===== src/rtl/ddr_tx_if.sv =====
// Transmit-side signal bundle of the HDR-DDR transmitter: SCL strobes, controller field select,
// register-file data, external CRC engine hookup and the serial/handshake outputs.
interface ddr_tx_if;
   logic       i_sclgen_scl_pos_edge;
   logic       i_sclgen_scl_neg_edge;
   logic       i_ddrccc_tx_en;
   logic [3:0] i_ddrccc_tx_mode;
   logic [7:0] i_regf_tx_data;
   logic [4:0] i_crc_value;
   logic       i_crc_valid;
   logic       o_sdahnd_tx_sda;
   logic       o_ddrccc_tx_mode_done;
   logic       o_crc_en;

   modport master (
      output i_sclgen_scl_pos_edge,
      output i_sclgen_scl_neg_edge,
      output i_ddrccc_tx_en,
      output i_ddrccc_tx_mode,
      output i_regf_tx_data,
      output i_crc_value,
      output i_crc_valid,
      input  o_sdahnd_tx_sda,
      input  o_ddrccc_tx_mode_done,
      input  o_crc_en
   );

   modport slave (
      input  i_sclgen_scl_pos_edge,
      input  i_sclgen_scl_neg_edge,
      input  i_ddrccc_tx_en,
      input  i_ddrccc_tx_mode,
      input  i_regf_tx_data,
      input  i_crc_value,
      input  i_crc_valid,
      output o_sdahnd_tx_sda,
      output o_ddrccc_tx_mode_done,
      output o_crc_en
   );
endinterface


===== src/rtl/ddr_tx.sv =====
// HDR-DDR transmitter: serialises preamble, data, token, parity and CRC5 bits MSB first, one per SCL edge.
// Define DDR_TX_INTERNAL_CRC_EN to build the CRC5 with an internal LFSR instead of the external engine.
module ddr_tx #(
   parameter logic [4:0] CRC_INIT  = 5'h1F,
   parameter logic [3:0] TOKEN_VAL = 4'hC
) (
   input logic     i_sys_clk,
   input logic     i_sys_rst,
   ddr_tx_if.slave bus
);
   localparam logic [3:0] MODE_PRE_ZERO = 4'b0000;
   localparam logic [3:0] MODE_PRE_ONE  = 4'b0001;
   localparam logic [3:0] MODE_BYTE     = 4'b0011;
   localparam logic [3:0] MODE_TOKEN    = 4'b0101;
   localparam logic [3:0] MODE_PARITY   = 4'b0110;
   localparam logic [3:0] MODE_CRC      = 4'b0111;

   typedef enum logic {ST_LOAD = 1'b0, ST_SHIFT = 1'b1} state_t;

   state_t      state;
   logic [3:0]  cur_mode;
   logic [2:0]  bit_cnt;
   logic [7:0]  shreg;
   logic        byte_idx;
   logic [15:0] word;
   logic        sda_q;
   logic        done_q;
   logic        crc_en_q;

   logic        scl_edge;
   logic        mode_valid;
   logic        tx_active;
   logic        abort;
   logic [3:0]  field_width;
   logic [7:0]  payload;
   logic        load_ok;
   logic [4:0]  crc_payload;
   logic        crc_ready;
   logic        parity_p1;
   logic        parity_p0;
   logic        tx_fire;
   logic        tx_bit;
   logic        field_done;
   logic [3:0]  done_mode;

`ifdef DDR_TX_INTERNAL_CRC_EN
   logic [4:0]  lfsr;
   assign crc_payload = lfsr;
   assign crc_ready   = 1'b1;
`else
   assign crc_payload = bus.i_crc_value;
   assign crc_ready   = bus.i_crc_valid;
`endif

   assign scl_edge  = bus.i_sclgen_scl_pos_edge | bus.i_sclgen_scl_neg_edge;
   assign tx_active = bus.i_ddrccc_tx_en & mode_valid;
   assign abort     = (state == ST_SHIFT) && (bus.i_ddrccc_tx_mode != cur_mode);
   assign parity_p1 = ^(word & 16'hAAAA);
   assign parity_p0 = ~^(word & 16'h5555);
   assign load_ok   = (bus.i_ddrccc_tx_mode != MODE_CRC) || crc_ready;

   always_comb begin
      field_width = 4'd0;
      payload     = 8'h00;
      mode_valid  = 1'b1;
      case (bus.i_ddrccc_tx_mode)
         MODE_PRE_ZERO: begin field_width = 4'd1; payload = 8'h00; end
         MODE_PRE_ONE:  begin field_width = 4'd1; payload = 8'h01; end
         MODE_BYTE:     begin field_width = 4'd8; payload = bus.i_regf_tx_data; end
         MODE_TOKEN:    begin field_width = 4'd4; payload = {4'h0, TOKEN_VAL}; end
         MODE_PARITY:   begin field_width = 4'd2; payload = {6'b0, parity_p1, parity_p0}; end
         MODE_CRC:      begin field_width = 4'd5; payload = {3'b0, crc_payload}; end
         default:       mode_valid = 1'b0;
      endcase
   end

   // A field fires on an SCL edge; LOAD drives the payload MSB, SHIFT walks down the held copy.
   always_comb begin
      tx_fire    = 1'b0;
      tx_bit     = sda_q;
      field_done = 1'b0;
      done_mode  = cur_mode;
      if (tx_active && !abort && scl_edge) begin
         if (state == ST_LOAD) begin
            tx_fire    = load_ok;
            tx_bit     = payload[3'(field_width - 4'd1)];
            field_done = load_ok && (field_width == 4'd1);
            done_mode  = bus.i_ddrccc_tx_mode;
         end else begin
            tx_fire    = 1'b1;
            tx_bit     = shreg[bit_cnt];
            field_done = (bit_cnt == 3'd0);
         end
      end
   end

   always_ff @(posedge i_sys_clk) begin
      if (!i_sys_rst) begin
         state    <= ST_LOAD;
         cur_mode <= MODE_PRE_ZERO;
         bit_cnt  <= 3'd0;
         shreg    <= 8'h00;
         byte_idx <= 1'b0;
         word     <= 16'h0000;
         sda_q    <= 1'b1;
         done_q   <= 1'b0;
         crc_en_q <= 1'b0;
      end else begin
         done_q <= field_done;
`ifdef DDR_TX_INTERNAL_CRC_EN
         crc_en_q <= 1'b0;
`else
         crc_en_q <= bus.i_ddrccc_tx_en && (bus.i_ddrccc_tx_mode == MODE_CRC);
`endif
         if (!tx_active) begin
            sda_q   <= 1'b1;
            state   <= ST_LOAD;
            bit_cnt <= 3'd0;
         end else if (abort) begin
            state <= ST_LOAD;
         end else if (tx_fire) begin
            sda_q <= tx_bit;
            if (state == ST_LOAD) begin
               shreg    <= payload;
               cur_mode <= bus.i_ddrccc_tx_mode;
               if (!field_done) begin
                  bit_cnt <= 3'(field_width - 4'd2);
                  state   <= ST_SHIFT;
               end
            end else if (field_done) begin
               state <= ST_LOAD;
            end else begin
               bit_cnt <= bit_cnt - 3'd1;
            end
         end

         // Completed bytes build the parity word; preambles start a fresh word.
         if (!bus.i_ddrccc_tx_en) begin
            byte_idx <= 1'b0;
         end else if (field_done) begin
            case (done_mode)
               MODE_BYTE: begin
                  if (byte_idx) word[7:0]  <= shreg;
                  else          word[15:8] <= shreg;
                  byte_idx <= ~byte_idx;
               end
               MODE_PARITY: byte_idx <= 1'b0;
               MODE_PRE_ZERO, MODE_PRE_ONE: begin
                  byte_idx <= 1'b0;
                  word     <= 16'h0000;
               end
               default: ;
            endcase
         end
      end
   end

`ifdef DDR_TX_INTERNAL_CRC_EN
   always_ff @(posedge i_sys_clk) begin
      if (!i_sys_rst) begin
         lfsr <= CRC_INIT;
      end else if (field_done && (done_mode inside {MODE_PRE_ZERO, MODE_PRE_ONE, MODE_CRC})) begin
         lfsr <= CRC_INIT;
      end else if (tx_fire && (done_mode == MODE_BYTE)) begin
         lfsr <= {lfsr[3:0], 1'b0} ^ ((lfsr[4] ^ tx_bit) ? 5'h05 : 5'h00);
      end
   end
`endif

   assign bus.o_sdahnd_tx_sda       = sda_q;
   assign bus.o_ddrccc_tx_mode_done = done_q;
   assign bus.o_crc_en              = crc_en_q;
endmodule


===== src/flat_wrapper.sv =====
// flat-port wrapper written by rule: the top's interface ports become plain ports
module ddr_tx_flat 
#(
   parameter logic [4:0] CRC_INIT  = 5'h1F,
   parameter logic [3:0] TOKEN_VAL = 4'hC
)
  (i_sys_clk, i_sys_rst, bus_i_sclgen_scl_pos_edge, bus_i_sclgen_scl_neg_edge, bus_i_ddrccc_tx_en, bus_i_ddrccc_tx_mode, bus_i_regf_tx_data, bus_i_crc_value, bus_i_crc_valid, bus_o_sdahnd_tx_sda, bus_o_ddrccc_tx_mode_done, bus_o_crc_en);
  ddr_tx_if bus_i ();
  input logic i_sys_clk;
  input logic i_sys_rst;
  input wire logic [$bits(bus_i.i_sclgen_scl_pos_edge)-1:0] bus_i_sclgen_scl_pos_edge;
  input wire logic [$bits(bus_i.i_sclgen_scl_neg_edge)-1:0] bus_i_sclgen_scl_neg_edge;
  input wire logic [$bits(bus_i.i_ddrccc_tx_en)-1:0] bus_i_ddrccc_tx_en;
  input wire logic [$bits(bus_i.i_ddrccc_tx_mode)-1:0] bus_i_ddrccc_tx_mode;
  input wire logic [$bits(bus_i.i_regf_tx_data)-1:0] bus_i_regf_tx_data;
  input wire logic [$bits(bus_i.i_crc_value)-1:0] bus_i_crc_value;
  input wire logic [$bits(bus_i.i_crc_valid)-1:0] bus_i_crc_valid;
  output wire logic [$bits(bus_i.o_sdahnd_tx_sda)-1:0] bus_o_sdahnd_tx_sda;
  output wire logic [$bits(bus_i.o_ddrccc_tx_mode_done)-1:0] bus_o_ddrccc_tx_mode_done;
  output wire logic [$bits(bus_i.o_crc_en)-1:0] bus_o_crc_en;
  assign bus_i.i_sclgen_scl_pos_edge = bus_i_sclgen_scl_pos_edge;
  assign bus_i.i_sclgen_scl_neg_edge = bus_i_sclgen_scl_neg_edge;
  assign bus_i.i_ddrccc_tx_en = bus_i_ddrccc_tx_en;
  assign bus_i.i_ddrccc_tx_mode = bus_i_ddrccc_tx_mode;
  assign bus_i.i_regf_tx_data = bus_i_regf_tx_data;
  assign bus_i.i_crc_value = bus_i_crc_value;
  assign bus_i.i_crc_valid = bus_i_crc_valid;
  assign bus_o_sdahnd_tx_sda = bus_i.o_sdahnd_tx_sda;
  assign bus_o_ddrccc_tx_mode_done = bus_i.o_ddrccc_tx_mode_done;
  assign bus_o_crc_en = bus_i.o_crc_en;
  ddr_tx #(.CRC_INIT(CRC_INIT), .TOKEN_VAL(TOKEN_VAL)) u_core (.i_sys_clk(i_sys_clk), .i_sys_rst(i_sys_rst), .bus(bus_i));
endmodule

===== config.mk =====
export PLATFORM = sky130hd
export DESIGN_NAME = ddr_tx_flat
export DESIGN_NICKNAME = d
export VERILOG_FILES = /design/src/rtl/ddr_tx_if.sv /design/src/rtl/ddr_tx.sv /design/src/flat_wrapper.sv
export SDC_FILE = /design/constraint.sdc
export NUM_CORES = 1
export LEC_CHECK = 0
export BUFFER_PORTS_ARGS = -buffer_cell sky130_fd_sc_hd__buf_4
export CAP_MARGIN = 30
export CORE_MARGIN = 2
export CORE_UTILIZATION = 40
export CTS_BUF_LIST = sky130_fd_sc_hd__clkbuf_2
export DETAILED_ROUTE_END_ITERATION = 8
export PLACE_DENSITY_LB_ADDON = 0.1
export SYNTH_ARGS = -nofsm -noshare
export SYNTH_HDL_FRONTEND = slang
export SYNTH_SLANG_ARGS = --single-unit

===== constraint.sdc =====
create_clock -name i_sys_clk -period 2.4 [get_ports i_sys_clk]
set_input_delay 0.24 -clock i_sys_clk [delete_from_list [all_inputs] [get_ports i_sys_clk]]
set_output_delay 0.24 -clock i_sys_clk [all_outputs]
set_load 0.005 [all_outputs]

### Word-level counts from Yosys, hierarchy flattened

Index checks and enable logic that the tools add are counted.

* register bits after elaboration: 36
* bits of input ports: 23
* output and inout bits: 3
* logic and storage cells: 86

* add/sub/neg operators: 3
* order comparisons: 2
* equal/unequal tests: 13
* mux-type cells: 22
* bitwise gates (word level): 8
* reduce and logical (&&, ||, !) cells: 28

Operators with widths (count)
* $pmux W8 S5: 1
* $pmux W16 S2: 1
* $pmux W4 S5: 1
* $eq A4 B3 Y1 const B: 4
* $mux W8: 2
* $reduce_xnor A16 Y1: 1
* $reduce_xor A16 Y1: 1
* $eq A4 B1 Y1 const B: 3
* $reduce_and A4 Y1: 3
* $mux W1: 9
* $mux W3: 3
* $reduce_and A3 Y1: 3
* $eq A4 B2 Y1 const B: 2
* $logic_not A4 Y1: 2
* $lt A3 B4 Y1 const B: 2
* $mux W4: 2
* $bmux W1 S3: 2
* $not A1 Y1: 6
* $reduce_and A2 Y1: 3
* $reduce_or A3 Y1: 2
* $reduce_or A6 Y1: 1
* $sub A3 B1 Y3 const B: 2
* $logic_and A1 B1 Y1: 5
* $ne A4 B3 Y1 const B: 1
* 12 further kinds: 14

### Depth between registers and ports, before layout

Gate-level depths: netlist (run 1).

* depth in word-level cells: 11
* gate-level depth with buffers: 10
* gate-level depth less buffers: 10

### Least setup slack after synthesis (run 1)

No wires, ideal clock.

* kind: in2reg
* from: in bus_i_ddrccc_tx_mode[2]
* to: reg u_core.sda_q (netlist: u_core.bus.o_sdahnd_tx_sda)
* arrival: 1.948 ns
* path slack: 0.324 ns
* stages on the path: 10
* path through: clkbuf_1 > or2_1 > a21oi_1 > inv_1 > ha_1 > xor2_1 > nand2b_1 > or3_1 > o22ai_1 > o211ai_1

* word-level cells in the longest chain between the ends: 8
* elaborated cells between the ends (all ways): 28
* classes of those cells: 1 x add/sub; 7 x eq/ne; 8 x mux; 2 x bitwise; 10 x reduce/logical

RTL lines
* start: declaration: line flat_wrapper.sv:14 `input wire logic [$bits(bus_i.i_ddrccc_tx_mode)-1:0] bus_i_ddrccc_tx_mode;`
* branches (longest 8 deep; another with $sub A3 B1 Y3)
* end signal: assignment: line ddr_tx.sv:122 `sda_q <= tx_bit;`
* end: declaration: line ddr_tx.sv:26 `logic sda_q;`

Several ways; the timed one is not identified. The select of a mux whose other input is x is not followed.
A chain may end at the register's enable or synchronous reset.

### Final worst setup path (run 1)

* from: reg u_core.cur_mode[2]
* to: reg u_core.word[10]

* word-level cells in the longest chain between the ends: 10
* elaborated cells between the ends (all ways): 16
* classes of those cells: 4 x eq/ne; 4 x mux; 8 x reduce/logical

RTL lines
* start: declaration: line ddr_tx.sv:21 `logic [3:0] cur_mode;`
* start signal: assignment: line ddr_tx.sv:125 `cur_mode <= bus.i_ddrccc_tx_mode;`
* $ne A4 B4 Y1: line ddr_tx.sv:57 `assign abort = (state == ST_SHIFT) && (bus.i_ddrccc_tx_mode != cur_mode);`
* $logic_and A1 B1 Y1: line ddr_tx.sv:57
* $logic_not A1 Y1: line ddr_tx.sv:83 `if (tx_active && !abort && scl_edge) begin`
* $logic_and A1 B1 Y1 (2 in a row): line ddr_tx.sv:83
* $mux W4: line ddr_tx.sv:83
* $eq A4 B1 Y1 or $logic_not A4 Y1 (tied branches): line ddr_tx.sv:141 `case (done_mode)`
* $reduce_or A2 Y1: line ddr_tx.sv:141
* $reduce_bool A2 Y1 (no line)
* $reduce_and A4 Y1 (no line)
* end signal: assignment: line ddr_tx.sv:144 `else word[15:8] <= shreg;`
* end: declaration: line ddr_tx.sv:25 `logic [15:0] word;`

Several ways; a longest one is shown, not always the timed one.

==> results.md, run 1 <==
* Pins Over Slew Limit at 0
* Max-Slew Margin vs Limit at 70.3%
* Area grow syn2layout at 13.9%
* Crit path max fanout at 8
* End-of-flow core utilization at 48.0%
* Crit path buf inv count at 0
* Largest net degree at the start of global routing at 33
* Clk pin slew, worst setup/hold paths at 0.19 ns
* Row cnt at 26
* RSZ-0062 raised after global routing: false
* Core ar. at 5170 µm²
* # IOs at 26
* Initial DRC Count at 104
* Top post-synthesis cells by area: dfxtp_1 (33%), mux2i_1 (11%), nand2_1 (6.4%)
* Avg Cell Area, Syn at 8.82 µm²
* Number of diodes at 0
* CTS tree: done
* # fillers at about 500
* Die height at 77.8 µm
* Fmax at ~470 MHz
* Synth Net Count at 274
* Crit-path max cell delay at 0.48 ns
* Worst-margin pin slew at 0.443 ns
* TNS Setup at 0 ns
* M1 wire length at 2360 µm
* Routability cong. at 0.799
* Met3 Wirelength at around 180 µm
* Seq/Total Area, Yosys at between 30% and 40%
* Sw Share at 29.9%
* Crit end category: flip-flop
* DRC Markers at 0
* Final ANT Viol Nets at 0
* # port buffers at 25
* Die X at 77.8 µm
* Met2 WL at approximately 2400 µm
* Arr. time, crit path at between 2 and 2.5 ns
* Initial Util at 42.1%
* Clock group share of total power at 26.6%
* Hold Violations, Final at 0
* Final Net Count at roughly 300
* Switching power at 323 µW
* Setup violators final at 0
* Drt total wl at 4980 µm
* Post_cts resized at 0
* Gate Count Post-Synth at 247
* Ys flop type: dfxtp_1
* Yosys top cell by area: dfxtp_1
* Fin crit share at 88.5%
* CTS Buf Count at 5
* Combinational power share at around 17%
* Full die area at 6060 µm²
* CTS Buffer Depth at 2
* Top Layer Used: met4
* Post-synthesis cell type count at 52
* Worst-skew pair later-pin latency at 0.39 ns
* Via Count at about 1800
* Yosys top cell area share at 33.1%
* Flop pwr share at 56.9%
* Pwr Density at 435 nW/µm²
* Post-detail-place hpwl at ~3700 µm
* Final worst slack at 0.275 ns
* Flops & latches, synth at 36
* Maxcap violations at 0
* Worst hold path class: in -> reg
* CTS Sinks at 36
* Skew final at 0.0117 ns
* CP required at 2.73 ns
* Status: finished, final reports clean
* Yosys warns at 0
* Hold slack at 0.107 ns
* Initial antenna violation count at 0
* Layout cells sized above 1 at 19.4%
* H-tree depth at 2
* Root Driver: clkbuf_2
* Async SR Flop Fraction at 0%
* Post-CTS Setup Bufs at 0
* Commonest cells in the netlist: nand2_1 (37), dfxtp_1 (36), mux2i_1 (23)
* CTS Hold Bufs at 0
* Crit-path cells: xor2_1 > o41ai_4 > and4_4 > o211ai_4 > a21oi_4 > mux2i_1
* First-pass GRT wire length at 8650 µm
* Leak at 0.946 nW
* Cell Int Power at 758 µW
* Grt total ovfl at 0
* Crit-path slowest cell: dfxtp_1
* Drt pass-1 iters at 4
* Vias in the first global route at 1816
* Number of flops mapped to enable cells by yosys at 0
* Setup WS pre-CTS at 0.0989 ns
* Worst Setup Start Kind: flip-flop
* VDD IR max at ~0.3 mV
* Synthesized area at 2180 µm²
* Vias/cell at 5.26
* Tot GR Track Use at between 10% and 20%
* Fin crit period at 2.12 ns
* Per-cell routed wire length at 14.5 µm
* CP delay by family, top: compound AO/OA/AOI/OAI gates
* CP Class: reg -> reg
* Most numerous cell in the Yosys netlist: nand2_1
power by group through the flow:
| stage | Sequential, mW | Clock (mW) | Combinational (mW) |
|---|---|---|---|
| floorplan | 0.625 | 0 | 0.118 |
| global placement | 0.627 | 0 | 0.180 |
| detailed placement | 0.627 | 0 | 0.179 |
| CTS | 0.615 | 0.298 | 0.180 |
| global route | 0.617 | 0.318 | 0.198 |
| finish | 0.615 | 0.288 | 0.178 |
metal layers:
layer  track usage (%)  vias to the layer above
met2              29.9                       29
met1              23.4                      846
li1                  -                      922
met3              3.37                        6
met5                 0                        -
met4              4.82                        0
worst min-delay path, stage by stage:
cell,delay [ns]
buf_4,0.12
nand3_1,0.06
a21boi_1,0.05
final cells by class:
cell class | instances | area [µm²] | share of cell area, %
timing repair buffer | 30 | 238 | 9.57
clock inverter | 2 | 11.3 | 0.453
sequential | 36 | 721 | 29.0
clock buffer | 6 | 30.0 | 1.21
tap | 70 | 87.6 | 3.53
multi-input combinational | 192 | 1370 | 55.2
inverter | 7 | 26.3 | 1.06
cell families after synthesis:
group | after synthesis | share of synthesized area [%]
multiplexers | 28 | 14.2
AO/OA/AOI/OAI | 53 | 18.1
buffers and inverters | 19 | 4.08
adder cells (fa/ha/maj) | 4 | 2.30
XOR/XNOR | 20 | 8.04
flip-flops | 36 | 33.1
AND/OR/NAND/NOR | 87 | 20.3
state kept, by name, indices dropped and copies added (netlist names):
name and flops:
u_core.shreg 8, u_core.bus.o_sdahnd_tx_sda 1, u_core.bus.o_ddrccc_tx_mode_done 1, u_core.state 1
u_core.word 16, u_core.byte_idx 1, u_core.bit_cnt 3, u_core.cur_mode 4
u_core.bus.o_crc_en 1
cells in the final DEF (no fill, tap or decap), types with 3 or more instances in the layout:
cell | synthesis | routed
xnor2_1 | 11 | 11
nor3_1 | 4 | 4
nand3b_1 | 3 | 3
inv_1 | 6 | 6
nand3_1 | 7 | 7
buf_4 | 1 | 29
o21ai_0 | 7 | 7
nand2_1 | 37 | 37
o221a_1 | 3 | 3
o211ai_1 | 4 | 4
and3_1 | 4 | 4
clkbuf_2 | 0 | 6
nor2_1 | 9 | 9
mux2i_1 | 23 | 23
o21ai_1 | 4 | 4
a21oi_1 | 15 | 15
nor2b_1 | 6 | 6
dfxtp_1 | 36 | 36
xor2_1 | 9 | 9
ha_1 | 4 | 4
a211oi_1 | 3 | 3
nand2b_1 | 6 | 6
worst paths after layout:
| check | from | end | slack (ns) | cells past startpoint |
|---|---|---|---|---|
| setup / recovery | u_core.cur_mode[2] | u_core.word[10] | 0.28 | 6 |
| hold / removal | bus_i_regf_tx_data[7] | u_core.shreg[7] | 0.11 | 3 |
| setup reg to reg | u_core.cur_mode[2] | u_core.word[10] | 0.28 | 6 |
| hold reg to reg | u_core.word[14] | u_core.word[14] | 0.48 | 2 |
per-stage QoR:
stage / power [mW] / area, µm² / cells
floorplan: 0.743 / 2180 / 247
detailed placement: 0.806 / 2440 / 335
global route: 1.13 / 2480 / 343
CTS: 1.09 / 2480 / 343
global placement: 0.807 / 2440 / 335
finish: 1.08 / 2480 / 343
No activity file was read; power rests on OpenSTA's default activity.
==> run 2: changes to the inputs <==
==> constraint.sdc (replaced) <==
create_clock -name i_sys_clk -period 2.55 [get_ports i_sys_clk]
set_input_delay 0.255 -clock i_sys_clk [delete_from_list [all_inputs] [get_ports i_sys_clk]]
set_output_delay 0.255 -clock i_sys_clk [all_outputs]
set_load 0.005 [all_outputs]
==> run 2 against run 1 <==
  * Cell area fell by 1.0%
  * Largest cell class unchanged
  * Highest routed layer unchanged
  * Die area unchanged
  * Count of clock-buffer cells in the layout up 1
  * Worst hold slack improved by 0.015 ns
==> results.md, run 2 (synthesis gave the netlist of run 1 again) <==
* Status: finished, final reports clean
* Largest net degree at the start of global routing at 33
* RSZ-0062 raised after global routing: false
* Die height at 77.8 µm
* Worst setup endpoint: u_core.shreg[4]
* Drt total wl at roughly 5100 µm
* Setup violators final at 0
* Via Count at 1824
* Critical path origin: u_core.cur_mode[2]
* Fin crit period at 2.11 ns
* Tot GR Track Use at a little under a fifth
* Worst-skew pair later-pin latency at 0.39 ns
* Post-detail-place hpwl at 3770 µm
* CTS Hold Bufs at 0
* Final Net Count at 297
* Initial DRC Count at 50
* Setup WS pre-CTS at 0.0853 ns
* Vias/cell at around 5.3
* Commonest non-fill, non-tap cell in the layout: nand2_1
* Most flops, register: u_core.word
* Crit end category: flip-flop
* Skew final at 0.0194 ns
* CP Class: reg -> reg
* Per-cell routed wire length at 15.0 µm
* Pwr Density at 416 nW/µm²
* H-tree depth at 2
* Commonest non-fill, non-tap cells in the layout: nand2_1 (37), dfxtp_1 (36), buf_4 (28)
* Drt pass-1 iters at 4
* Max-Slew Margin vs Limit at 66.1%
* R2R cell count at 6
* Root Driver: clkbuf_2
* Fin crit share at between 80 and 90%
* First-pass GRT wire length at 8740 µm
* Routability cong. at 0.771
* Post-route design area at roughly 2500 µm²
* Row cnt at 26
* Clk pin slew, worst setup/hold paths at 0.19 ns
* Initial Util at 42.1%
* CTS Buffer Depth at 2
* VDD IR max at 0.179 mV
* Core ar. at around 5200 µm²
* Crit path max fanout at 15
* # fillers at 533
* Largest regs: u_core.word: 16 flops, u_core.shreg: 8 flops, u_core.cur_mode: 4 flops
* DRC Markers at 0
* Grt total ovfl at 0
* Post-Place Cell Area at roughly 2400 µm²
* Leak at 0.936 nW
* Pins Over Slew Limit at 0
* End-of-flow core utilization at a little under half
* # IOs at 26
* Worst-margin pin slew at roughly 0.50 ns
* CP required at 2.86 ns
* Final ANT Viol Nets at 0
* Placed instance count at 333
* CTS Buf Count at 5
* Worst hold path class: in -> reg
* Die X at 77.8 µm
* Max FFs per register at 16
* Finished Layout Cells at 341
* CTS tree: done
* Hold Violations, Final at 0
* # port buffers at 25
* Maxcap violations at 0
* Layout cells sized above 1 at 19.2%
* Worst r2r src: u_core.cur_mode[2]
* Number of diodes at 0
* CTS Sinks at 36
* Post-CTS Setup Bufs at 0
* Initial antenna violation count at 0
* R2R Path End: u_core.shreg[4]
* Vias in the first global route at 1785
* Fmax at ~470 MHz
* Full die area at a little over 6000 µm²
* TNS Setup at 0 ns
* Worst Setup Start Kind: flip-flop
* Arr. time, crit path at 2.42 ns
* Reg2reg setup slack at 0.44 ns
* Post_cts resized at 0
* Area grow syn2layout at 12.8%
* Final worst slack at 0.442 ns
[run 2: power by group]
part           switching [mW]  total (mW)  internal, mW
Clock                   0.199       0.278        0.0782
Sequential            0.00767       0.578         0.571
Combinational          0.0947       0.167        0.0719
Total                   0.302        1.02         0.721
[run 2: routing by layer]
| layer | vias up | wire length (µm) | track usage, % |
|---|---|---|---|
| li1 | 918 | - | - |
| met1 | 860 | 2460 | 24.7 |
| met2 | 36 | 2280 | 28.4 |
| met3 | 10 | 274 | 4.53 |
| met4 | 0 | 89 | 6.43 |
| met5 | - | 0 | 0 |
[run 2: cell type report]
type                       count  area, µm²  area share (%)
multi-input combinational    192       1370            55.7
sequential                    36        721            29.3
timing repair buffer          28        210            8.55
tap                           70       87.6            3.56
clock buffer                   7       35.0            1.42
inverter                       7       26.3            1.07
clock inverter                 1       8.76           0.356
[run 2: worst min-delay path by stage]
stage | from | slack (ns) | endpoint | cells after the start
6_report | bus_i_regf_tx_data[7] | 0.12 | u_core.shreg[7] | 3
3_3_place_gp | u_core.word[15] | 0.46 | u_core.word[15] | 2
5_1_grt | bus_i_regf_tx_data[7] | 0.08 | u_core.shreg[7] | 3
4_1_cts | bus_i_regf_tx_data[7] | 0.1 | u_core.shreg[7] | 3
2_1_floorplan | bus_i_ddrccc_tx_en | 0.40 | u_core.bus.o_crc_en | 2
3_5_place_dp | u_core.word[15] | 0.46 | u_core.word[15] | 2
[run 2: stage by stage]
| step | hold WS (ns) | total power, mW |
|---|---|---|
| after floorplan | 0.398 | 0.699 |
| after global placement | 0.456 | 0.756 |
| final | 0.122 | 1.02 |
| after detailed placement | 0.460 | 0.756 |
| after global routing | 0.0787 | 1.09 |
| after CTS | 0.0981 | 1.04 |
[run 2: critical path: stages (launching register included)]
cell and delay [ns]:
dfxtp_1 0.47, xor2_1 0.13, o41ai_4 0.41, nand4_2 0.29, nor2_4 0.43, mux2i_1 0.24, nor2b_1 0.06
